## src/rtl/typedefs_pkg.sv

```systemverilog
// Shared CPU-wide types: instruction opcodes and program loader states.
package typedefs;

    typedef enum logic [2:0] {
        OP_ADD,
        OP_SUB,
        OP_AND,
        OP_OR,
        OP_LD,
        OP_ST,
        OP_JMP,
        OP_BRZ
    } opcode_t;

    typedef enum logic [2:0] {
        L_IDLE,
        L_ADDR,
        L_COUNT,
        L_DATA,
        L_CSUM,
        L_ERR
    } loader_state_t;

    localparam logic [7:0] LOADER_SYNC = 8'hA5;

endpackage

```

## src/rtl/prog_loader.sv

```systemverilog
// Framed byte-stream loader: writes the image into memory and holds the CPU
// in reset until a checksum-valid frame has completed.
module prog_loader
    import typedefs::*;
#(
    parameter int AWIDTH = 5,
    parameter int DWIDTH = 8
) (
    input  logic              clk,
    input  logic              rst_,
    input  logic              in_valid,
    input  logic [DWIDTH-1:0] in_data,
    output logic              in_ready,
    output logic [AWIDTH-1:0] mem_addr,
    output logic [DWIDTH-1:0] mem_data,
    output logic              mem_write,
    output logic              cpu_rst_,
    output logic              busy,
    output logic              done,
    output logic              err
);

    localparam logic [DWIDTH-1:0] DEPTH = DWIDTH'(2 ** AWIDTH);
    localparam logic [AWIDTH:0]   LAST  = (AWIDTH + 1)'(1);

    loader_state_t     state_q;
    logic [AWIDTH-1:0] ptr_q;
    logic [AWIDTH:0]   rem_q;
    logic [DWIDTH-1:0] sum_q;
    logic [DWIDTH-1:0] sum_d;
    logic [AWIDTH-1:0] addr_q;
    logic [DWIDTH-1:0] data_q;
    logic              wr_q;
    logic              cpu_rst_q;
    logic              busy_q;
    logic              done_q;
    logic              err_q;
    logic              is_sync;

    assign in_ready  = rst_;
    assign sum_d     = sum_q + in_data;
    assign is_sync   = (in_data == DWIDTH'(LOADER_SYNC));
    assign mem_addr  = addr_q;
    assign mem_data  = data_q;
    assign mem_write = wr_q;
    assign cpu_rst_  = cpu_rst_q;
    assign busy      = busy_q;
    assign done      = done_q;
    assign err       = err_q;

    always_ff @(posedge clk or negedge rst_) begin
        if (!rst_) begin
            state_q   <= L_IDLE;
            ptr_q     <= '0;
            rem_q     <= '0;
            sum_q     <= '0;
            addr_q    <= '0;
            data_q    <= '0;
            wr_q      <= 1'b0;
            cpu_rst_q <= 1'b0;
            busy_q    <= 1'b0;
            done_q    <= 1'b0;
            err_q     <= 1'b0;
        end else begin
            wr_q   <= 1'b0;
            done_q <= 1'b0;
            if (in_valid) begin
                unique case (state_q)
                    L_IDLE: begin
                        if (is_sync) begin
                            state_q   <= L_ADDR;
                            busy_q    <= 1'b1;
                            cpu_rst_q <= 1'b0;
                        end
                    end
                    L_ADDR: begin
                        if (|in_data[DWIDTH-1:AWIDTH]) begin
                            state_q <= L_ERR;
                            busy_q  <= 1'b0;
                            err_q   <= 1'b1;
                        end else begin
                            ptr_q   <= in_data[AWIDTH-1:0];
                            sum_q   <= in_data;
                            state_q <= L_COUNT;
                        end
                    end
                    L_COUNT: begin
                        if (in_data == '0 || in_data > DEPTH) begin
                            state_q <= L_ERR;
                            busy_q  <= 1'b0;
                            err_q   <= 1'b1;
                        end else begin
                            rem_q   <= in_data[AWIDTH:0];
                            sum_q   <= sum_d;
                            state_q <= L_DATA;
                        end
                    end
                    // SYNC-valued bytes here are plain data
                    L_DATA: begin
                        addr_q <= ptr_q;
                        data_q <= in_data;
                        wr_q   <= 1'b1;
                        ptr_q  <= ptr_q + 1'b1;
                        sum_q  <= sum_d;
                        rem_q  <= rem_q - 1'b1;
                        if (rem_q == LAST) begin
                            state_q <= L_CSUM;
                        end
                    end
                    L_CSUM: begin
                        busy_q <= 1'b0;
                        if (sum_d == '0) begin
                            state_q   <= L_IDLE;
                            done_q    <= 1'b1;
                            cpu_rst_q <= 1'b1;
                        end else begin
                            state_q <= L_ERR;
                            err_q   <= 1'b1;
                        end
                    end
                    L_ERR: begin
                        if (is_sync) begin
                            state_q <= L_ADDR;
                            busy_q  <= 1'b1;
                            err_q   <= 1'b0;
                        end
                    end
                    default: begin
                        state_q <= L_IDLE;
                        busy_q  <= 1'b0;
                    end
                endcase
            end
        end
    end

endmodule

```

## config.mk

```make
export PLATFORM = sky130hd
export DESIGN_NAME = prog_loader
export DESIGN_NICKNAME = d
export VERILOG_FILES = /design/src/rtl/typedefs_pkg.sv /design/src/rtl/prog_loader.sv
export SDC_FILE = /design/constraint.sdc
export NUM_CORES = 1
export LEC_CHECK = 0
export ABC_CLOCK_PERIOD_IN_PS = 3600
export CORE_UTILIZATION = 55
export CTS_CLUSTER_DIAMETER = 150
export CTS_CLUSTER_SIZE = 30
export DETAILED_ROUTE_END_ITERATION = 10
export PLACE_DENSITY = 0.82
export SLEW_MARGIN = 15
export SYNTH_ARGS = -nofsm -noshare
export SYNTH_HDL_FRONTEND = slang
export SYNTH_SLANG_ARGS = --single-unit
```

## constraint.sdc

```tcl
create_clock -name clk -period 3.6 [get_ports clk]
set_input_delay 0.72 -clock clk [delete_from_list [all_inputs] [get_ports clk]]
set_output_delay 0.72 -clock clk [all_outputs]
set_load 0.02 [all_outputs]
```

==> results.ini, run 1 <==
[run_status]
outcome = finished, final reports clean

[clock_network]
ctsHoldBuffers = 0
cts_setup_buffers = 0
cts_root_buf = clkbuf_8
post_cts_resized = 0
cts_max_level = 2
cts_tree = done
numClockSinks = 40
cts_made_buffers = 5
clk_latency_ps = 300
path_clk_slew_ps = 80
cts_buffer_depth = 2

[power_and_ir_drop]
p_int_w = 0.00132
p_clk_frac = 0.188
seqPwrFrac = 0.371
vdd_drop_max_mv = 0.403
pwr-share-comb = 0.441
swShare = 0.385
powerDensity_nw_per_um2 = 739
netSwitchingPower_w = 0.000827
leakage_nw = 1.24

[worst_setup_path]
required_ps = 3780
worstSetupPathType = input pin to flip-flop
startpoint_type = input pin
reg2regPathDepth = 8
worstPathMaxFanout = 5
arrival_ps = 3400
endpoint_kind = flip-flop

[drt]
via_count = 2117
vias_per_cell = 6.14
ant_nets = 0
drtIter0Drc = 171
dr.pass1.iters = 4
drt_drc_violations_left = 0
drt_wl_total_um = 5690
wl_per_cell_um = 16.5

[grt]
antenna_found_initial = 0
grt_pass1_wl_um = 9650
gr-total-overflow = 0
grt_pass1_vias = 2065
grt_max_degree = 41
track_usage = 0.281

[synth]
synth_top_area_share = 0.413
ys_types = 52
syn_area_sq_um = 2420
synth_area_leaders = dfrtp_1, mux2_2, ha_1, nor2_1, nand2_1
synth_area_leader_cell = dfrtp_1
synth_edf_count = 0
netlist_instances = 260
yosysWarnings = 0
yosysSeqAreaShare = 0.413
ys.flop_type = dfrtp_1
synthArstFlopShare = 1.00
syn_nets = 282
ys_seq_elements = 40
synth_common_cells = dfrtp_1, nor2_1, nand2_1
synth_area_per_cell_sq_um = 9.33
yosysMostFrequentCell = dfrtp_1

[cells_and_area]
area_growth_pct = 19.9
n_antenna_cell = 0
layout.cells.non_filler = 345
final_nets = 316
fillCellCount = 308
drive_gt1_frac = 0.132

[sta]
maxSlewHeadroom = 0.467
setup_ws_ps = 379
setup_viol = 0
fin_hold_ws_ps = 479
min_period_ps = 3220
hold_violations = 0
tns_ps = 0
worstMarginPinSlew_ps = 796
slew_violations = 0
fmax_ghz = 0.310
period_share = 0.895
rsz0062_at_grt = false
skew_ps = 6.16

[floorplan]
die_h_um = 68.4
num_io_pins = 30
core_area_sq_um = 4120
die-area_sq_um = 4680
die_x_um = 68.4
initial_core_util = 0.589
rows = 23

[min_path]
min_path_type = input pin to asynchronous set/reset pin

[placed_design]
dp.cells = 337
hpwlAfterDp_um = 4090
globalplace.congestion = 0.917
pre_cts_slack_ps = 135
io_buffers = 29

[job]
maxCapViolCount = 0

registers in the layout, indices dropped and copies added, names as in the netlist, 3 cells and up:
register	cells
mem_addr	5
mem_data	8
ptr_q	5
rem_q	6
state_q	3
sum_q	8
kinds of logic after synthesis:
logic type / Yosys count / synth area share
simple gates: 96 / 0.193
buf+inv: 20 / 0.0397
fa+ha+maj: 11 / 0.0599
xor+xnor: 6 / 0.0217
compound gates: 72 / 0.204
flops: 40 / 0.413
mux: 15 / 0.0691
stage by stage:
step / area (sq um) / util / total power [W]
2_1_floorplan: 2420 / - / 0.00143
3_3_place_gp: 2780 / 0.676 / 0.00171
3_5_place_dp: 2780 / 0.676 / 0.00174
4_1_cts: 2910 / 0.707 / 0.00215
5_1_grt: 2910 / 0.707 / 0.00229
6_report: 2910 / 0.707 / 0.00215
layout make-up:
| class | instances | area, sq um | share of cell area |
|---|---|---|---|
| clock buffers | 7 | 96.3 | 0.0331 |
| clock inverters | 1 | 30.0 | 0.0103 |
| inverters | 8 | 30.0 | 0.0103 |
| multi-input cells | 200 | 1330 | 0.457 |
| flip-flops and latches | 40 | 1000 | 0.344 |
| well taps | 50 | 62.6 | 0.0215 |
| repair buffers | 39 | 360 | 0.124 |
placed cells by master, fill, tap and decap left out, types with 3 or more instances in the layout:
cell type        instances
xor2_1                   3
inv_1                    7
clkdlybuf4s50_1         28
a21oi_1                 12
nand3_1                 10
nor3_1                  13
clkbuf_8                 7
a21o_1                   4
o21ai_0                 14
a31oi_1                  9
nand2b_1                 4
ha_1                    10
mux2_2                  14
dfrtp_1                 40
xnor2_1                  3
nand2_1                 19
nor3b_1                  3
o22a_1                   4
nor2_1                  29
o211ai_1                 5
nand4_1                  4
buf_4                   10
a211oi_1                 4
final timing paths:
path                                to        from  slack [ps]
hold reg to reg               sum_q[6]    sum_q[6]         500
max in group asynchronous  mem_addr[3]        rst_        2760
setup reg to reg                   err    sum_q[0]         930
min in group clk              sum_q[6]    sum_q[6]         500
setup / recovery                   err  in_data[0]         380
hold / removal             mem_data[7]        rst_         480
metal layers:
layer	vias to the layer above	wire, um	global-route usage
met1	998	2490	0.350
met2	67	2740	0.452
met4	0	119	0.128
li1	1037	-	-
met5	-	0	0
met3	15	334	0.0750
worst max-delay path, stage by stage:
cell and delay (ps):
clkdlybuf4s50_1 460, ha_1 260, fa_1 410, a211oi_1 360, o21bai_1 160, a221oi_1 350, nand4_1 260, o31a_1 300
a2bb2oi_1 120
power groups by stage:
stage / clock [W] / sequential (W) / combinational (W)
final: 0.000405 / 0.000798 / 0.000947
after global routing: 0.000429 / 0.000823 / 0.00104
after CTS: 0.000411 / 0.000795 / 0.000945
after detailed placement: 0 / 0.000802 / 0.000941
after global placement: 0 / 0.000795 / 0.000915
after floorplan: 0 / 0.000825 / 0.000604
Power figures use the tool's default switching activity.
==> run 2, diff against run 1 <==
Settings changed: CORE_MARGIN set to 4, SKIP_CTS_REPAIR_TIMING set to 1.
==> results.ini, run 2 (synthesis results as in run 1) <==
[cells_and_area]
final_common_cell = dfrtp_1
drive_gt1_frac = 0.126
final_nets = 316
n_antenna_cell = 0
area_growth_pct = 17.9
mostFrequentLayoutCells = dfrtp_1, nor2_1, clkdlybuf4s50_1, nand2_1
fillCellCount = 332

[min_path]
min_path_type = input pin to asynchronous set/reset pin

[sta]
maxSlewHeadroom = 0.439
fmax_ghz = 0.316
period_share = 0.878
worstMarginPinSlew_ps = 838
min_period_ps = 3160
skew_ps = 5.38
fin_hold_ws_ps = 485
rsz0062_at_grt = false
setup_viol = 0
hold_violations = 0
tns_ps = 0
slew_violations = 0

[worst_setup_path]
worstPathMaxFanout = 5
worstSetupPathType = input pin to flip-flop
path_cells = clkdlybuf4s50_1, ha_1, fa_1, a211oi_1, o21bai_1, a221oi_1, nand4_1, o31a_1, a2bb2oi_1
required_ps = 3780
slowest_stage = clkdlybuf4s50_1
endpoint_kind = flip-flop
startpoint_type = input pin
reg2regPathDepth = 8
cpPeakStageDelay_ps = 440
reg2reg_setup_slack_ps = 950
arrival_ps = 3340

[grt]
gr-total-overflow = 0
grt_max_degree = 41
antenna_found_initial = 0
grt_pass1_wl_um = 9700
grt_pass1_vias = 2120
track_usage = 0.231

[clock_network]
cts_tree = done
cts_max_level = 2
cts_buffer_depth = 2
path_clk_slew_ps = 80
numClockSinks = 40
cts_root_buf = clkbuf_8
cts_made_buffers = 5
clk_latency_ps = 300

[placed_design]
globalplace.congestion = 0.878
hpwlAfterDp_um = 4120
io_buffers = 29

[floorplan]
rows = 23
die_h_um = 74.4
num_io_pins = 30
die-area_sq_um = 5540
initial_core_util = 0.585
core_area_sq_um = 4140
die_x_um = 74.4

[drt]
drt_wl_total_um = 5720
ant_nets = 0
wl_per_cell_um = 16.6
drtIter0Drc = 193
via_count = 2133
drt_drc_violations_left = 0
dr.pass1.iters = 4
vias_per_cell = 6.20

[power_and_ir_drop]
leakage_nw = 1.22
powerDensity_nw_per_um2 = 710
vdd_drop_max_mv = 0.465

[job]
maxCapViolCount = 0

[run_status]
outcome = finished, final reports clean

==> run 2: cell count changes in the layout (fill, tap and decap cells not counted) <==
cell       before  now
bufinv_16       1    0
clkbuf_1        0    1
clkbuf_8        7    5
clkinv_2        0    1
==> run 2: area by class of cell <==
| class | count | area, sq um | area share |
|---|---|---|---|
| clock inverter | 1 | 5.00 | 0.00175 |
| sequential | 40 | 1000 | 0.350 |
| multi-input combinational | 200 | 1330 | 0.464 |
| clock buffer | 6 | 72.6 | 0.0254 |
| tap | 50 | 62.6 | 0.0219 |
| inverter | 8 | 30.0 | 0.0105 |
| timing repair buffer | 39 | 360 | 0.126 |
==> run 2: final timing paths <==
check	from	endpoint
worst min register to register	sum_q[5]	sum_q[5]
min in group clk	sum_q[5]	sum_q[5]
worst min-delay path	rst_	mem_data[7]
worst max register to register	sum_q[0]	err
worst max-delay path	in_data[0]	err
max in group asynchronous	rst_	mem_addr[1]
==> run 2: layer usage <==
| metal | share of wire | global-route usage |
|---|---|---|
| met1 | 0.44 | 0.302 |
| met2 | 0.47 | 0.367 |
| met3 | 0.064 | 0.0514 |
| met4 | 0.019 | 0.107 |
| met5 | 0 | 0 |
==> run 2: worst max-delay path: cells and delay by family <==
kind	cells	cell delay, ps
and+or+nand+nor	1	250
AOI/OAI and AO/OA	5	1240
adders and majority gates	2	690
buffers and inverters	1	440
==> run 2: report_power, final <==
| group | total (W) | internal, W | switching [W] |
|---|---|---|---|
| clock network | 0.000288 | 0.000132 | 0.000156 |
| registers | 0.000795 | 0.000627 | 0.000168 |
| logic | 0.000946 | 0.000451 | 0.000495 |
==> run 2: stage by stage <==
step	setup WS [ps]	instances	power (W)	instance area, sq um	util
final	439	344	0.00203	2860	0.690
after global routing	290	344	0.00218	2860	0.690
after CTS	432	344	0.00203	2860	0.690
after detailed placement	126	337	0.00174	2780	0.671
after global placement	188	337	0.00171	2780	0.671
after floorplan	859	260	0.00143	2420	-
==> run 3, diff against run 2 <==
Settings changed: CORE_UTILIZATION 55 to 56, PLACE_DENSITY 0.82 to 0.83.
==> results.ini, run 3 (synthesis results as in run 1) <==
[worst_setup_path]
worstSetupPathType = input pin to flip-flop
worstReg2RegStart = sum_q[0]
worstPathMaxFanout = 5
path_cells = clkdlybuf4s50_1, ha_1, fa_1, a211oi_1, o21bai_1, a221oi_1, nand4_1, o31a_1, a2bb2oi_1
setup.worst_path.end = err
endpoint_kind = flip-flop
slowest_stage = clkdlybuf4s50_1
cpPeakStageDelay_ps = 430
reg2reg_to = err
cp-startpoint = in_data[0]
reg2regPathDepth = 8
reg2reg_setup_slack_ps = 860
required_ps = 3780
arrival_ps = 3410
startpoint_type = input pin

[cells_and_area]
fillCellCount = 338
area_growth_pct = 19.8
seq_area_sq_um = 1000
final_area_sq_um = 2900
final_common_cell = dfrtp_1
final_nets = 317
drive_gt1_frac = 0.135
fin_util = 0.711
n_antenna_cell = 0
multi_input_comb_area_sq_um = 1330
mostFrequentLayoutCells = dfrtp_1, nor2_1, clkdlybuf4s50_1, nand2_1

[placed_design]
dpl-instance-area_sq_um = 2790
globalplace.congestion = 0.903
io_buffers = 29
hpwlAfterDp_um = 4030

[clock_network]
clk_latency_ps = 300
cts_buffer_depth = 2
cts_root_buf = clkbuf_8
cts_max_level = 2
cts_made_buffers = 5
cts_tree = done
path_clk_slew_ps = 90
numClockSinks = 40

[power_and_ir_drop]
leakage_nw = 1.24
powerDensity_nw_per_um2 = 733
vdd_drop_max_mv = 0.419

[sta]
setup_viol = 0
rsz0062_at_grt = false
hold_violations = 0
slew_violations = 0
skew_ps = 12.8
period_share = 0.897
maxSlewHeadroom = 0.629
min_period_ps = 3230
tns_ps = 0
fmax_ghz = 0.310
worstMarginPinSlew_ps = 556

[drt]
wl_per_cell_um = 16.4
vias_per_cell = 6.21
drt_drc_violations_left = 0
ant_nets = 0
drtIter0Drc = 226
drt_wl_total_um = 5690
dr.pass1.iters = 4
via_count = 2147

[floorplan]
die_x_um = 73.8
core_area_sq_um = 4090
die-area_sq_um = 5450
num_io_pins = 30
die_h_um = 73.8
rows = 23
initial_core_util = 0.593

[grt]
track_usage = 0.238
gr-total-overflow = 0
antenna_found_initial = 0
grt_pass1_wl_um = 10000
grt_max_degree = 41
grt_pass1_vias = 2164

[min_path]
min_path_type = input pin to asynchronous set/reset pin

[job]
maxCapViolCount = 0

[run_status]
outcome = finished, final reports clean

run 3: cell types whose count changed in the layout (fill, tap and decap cells not counted), sizes merged:
cell | previous run | this run
clkbuf | 6 | 5
buf | 11 | 12
clkinv | 2 | 1
bufinv | 0 | 1
inv | 7 | 8
clkinvlp | 0 | 1
run 3: worst max-delay path: cells and delay by family:
family	cells	cell delay (ps)
simple gates	1	280
buf+inv	1	430
compound gates	5	1320
fa+ha+maj	2	660
run 3: layout make-up:
| class | count | area share |
|---|---|---|
| Clock inverter | 3 | 0.0159 |
| Timing Repair Buffer | 40 | 0.127 |
| Inverter | 8 | 0.0103 |
| Sequential cell | 40 | 0.345 |
| Tap cell | 50 | 0.0215 |
| Multi-Input combinational cell | 200 | 0.457 |
| Clock buffer | 5 | 0.0237 |
run 3: report_power, final:
part           internal [W]  switching (W)  leakage (nW)
sequential         0.000626       0.000167         0.496
combinational      0.000454       0.000497         0.688
clock              0.000209       0.000176        0.0548
total               0.00129       0.000840          1.24
run 3: metrics by stage:
step	instances	setup slack [ps]	hold slack (ps)	power [W]
floorplan	260	859	424	0.00143
global placement	338	218	465	0.00170
detailed placement	338	135	474	0.00174
CTS	346	395	494	0.00213
global route	346	197	512	0.00229
finish	346	370	479	0.00213
run 3: how the worst min path moves through the flow:
stage | from | endpoint | depth (start not counted)
floorplan | rst_ | busy | 0
global placement | sum_q[6] | sum_q[6] | 1
detailed placement | sum_q[6] | sum_q[6] | 1
CTS | sum_q[6] | sum_q[6] | 1
global route | rst_ | mem_write | 2
finish | rst_ | mem_write | 2
run 3: routing by layer:
metal | vias up | part of all wire | GRT usage
met5 | - | 0 | 0
met2 | 70 | 0.47 | 0.376
met1 | 1034 | 0.45 | 0.311
met4 | 0 | 0.017 | 0.0946
li1 | 1033 | - | -
met3 | 10 | 0.066 | 0.0616
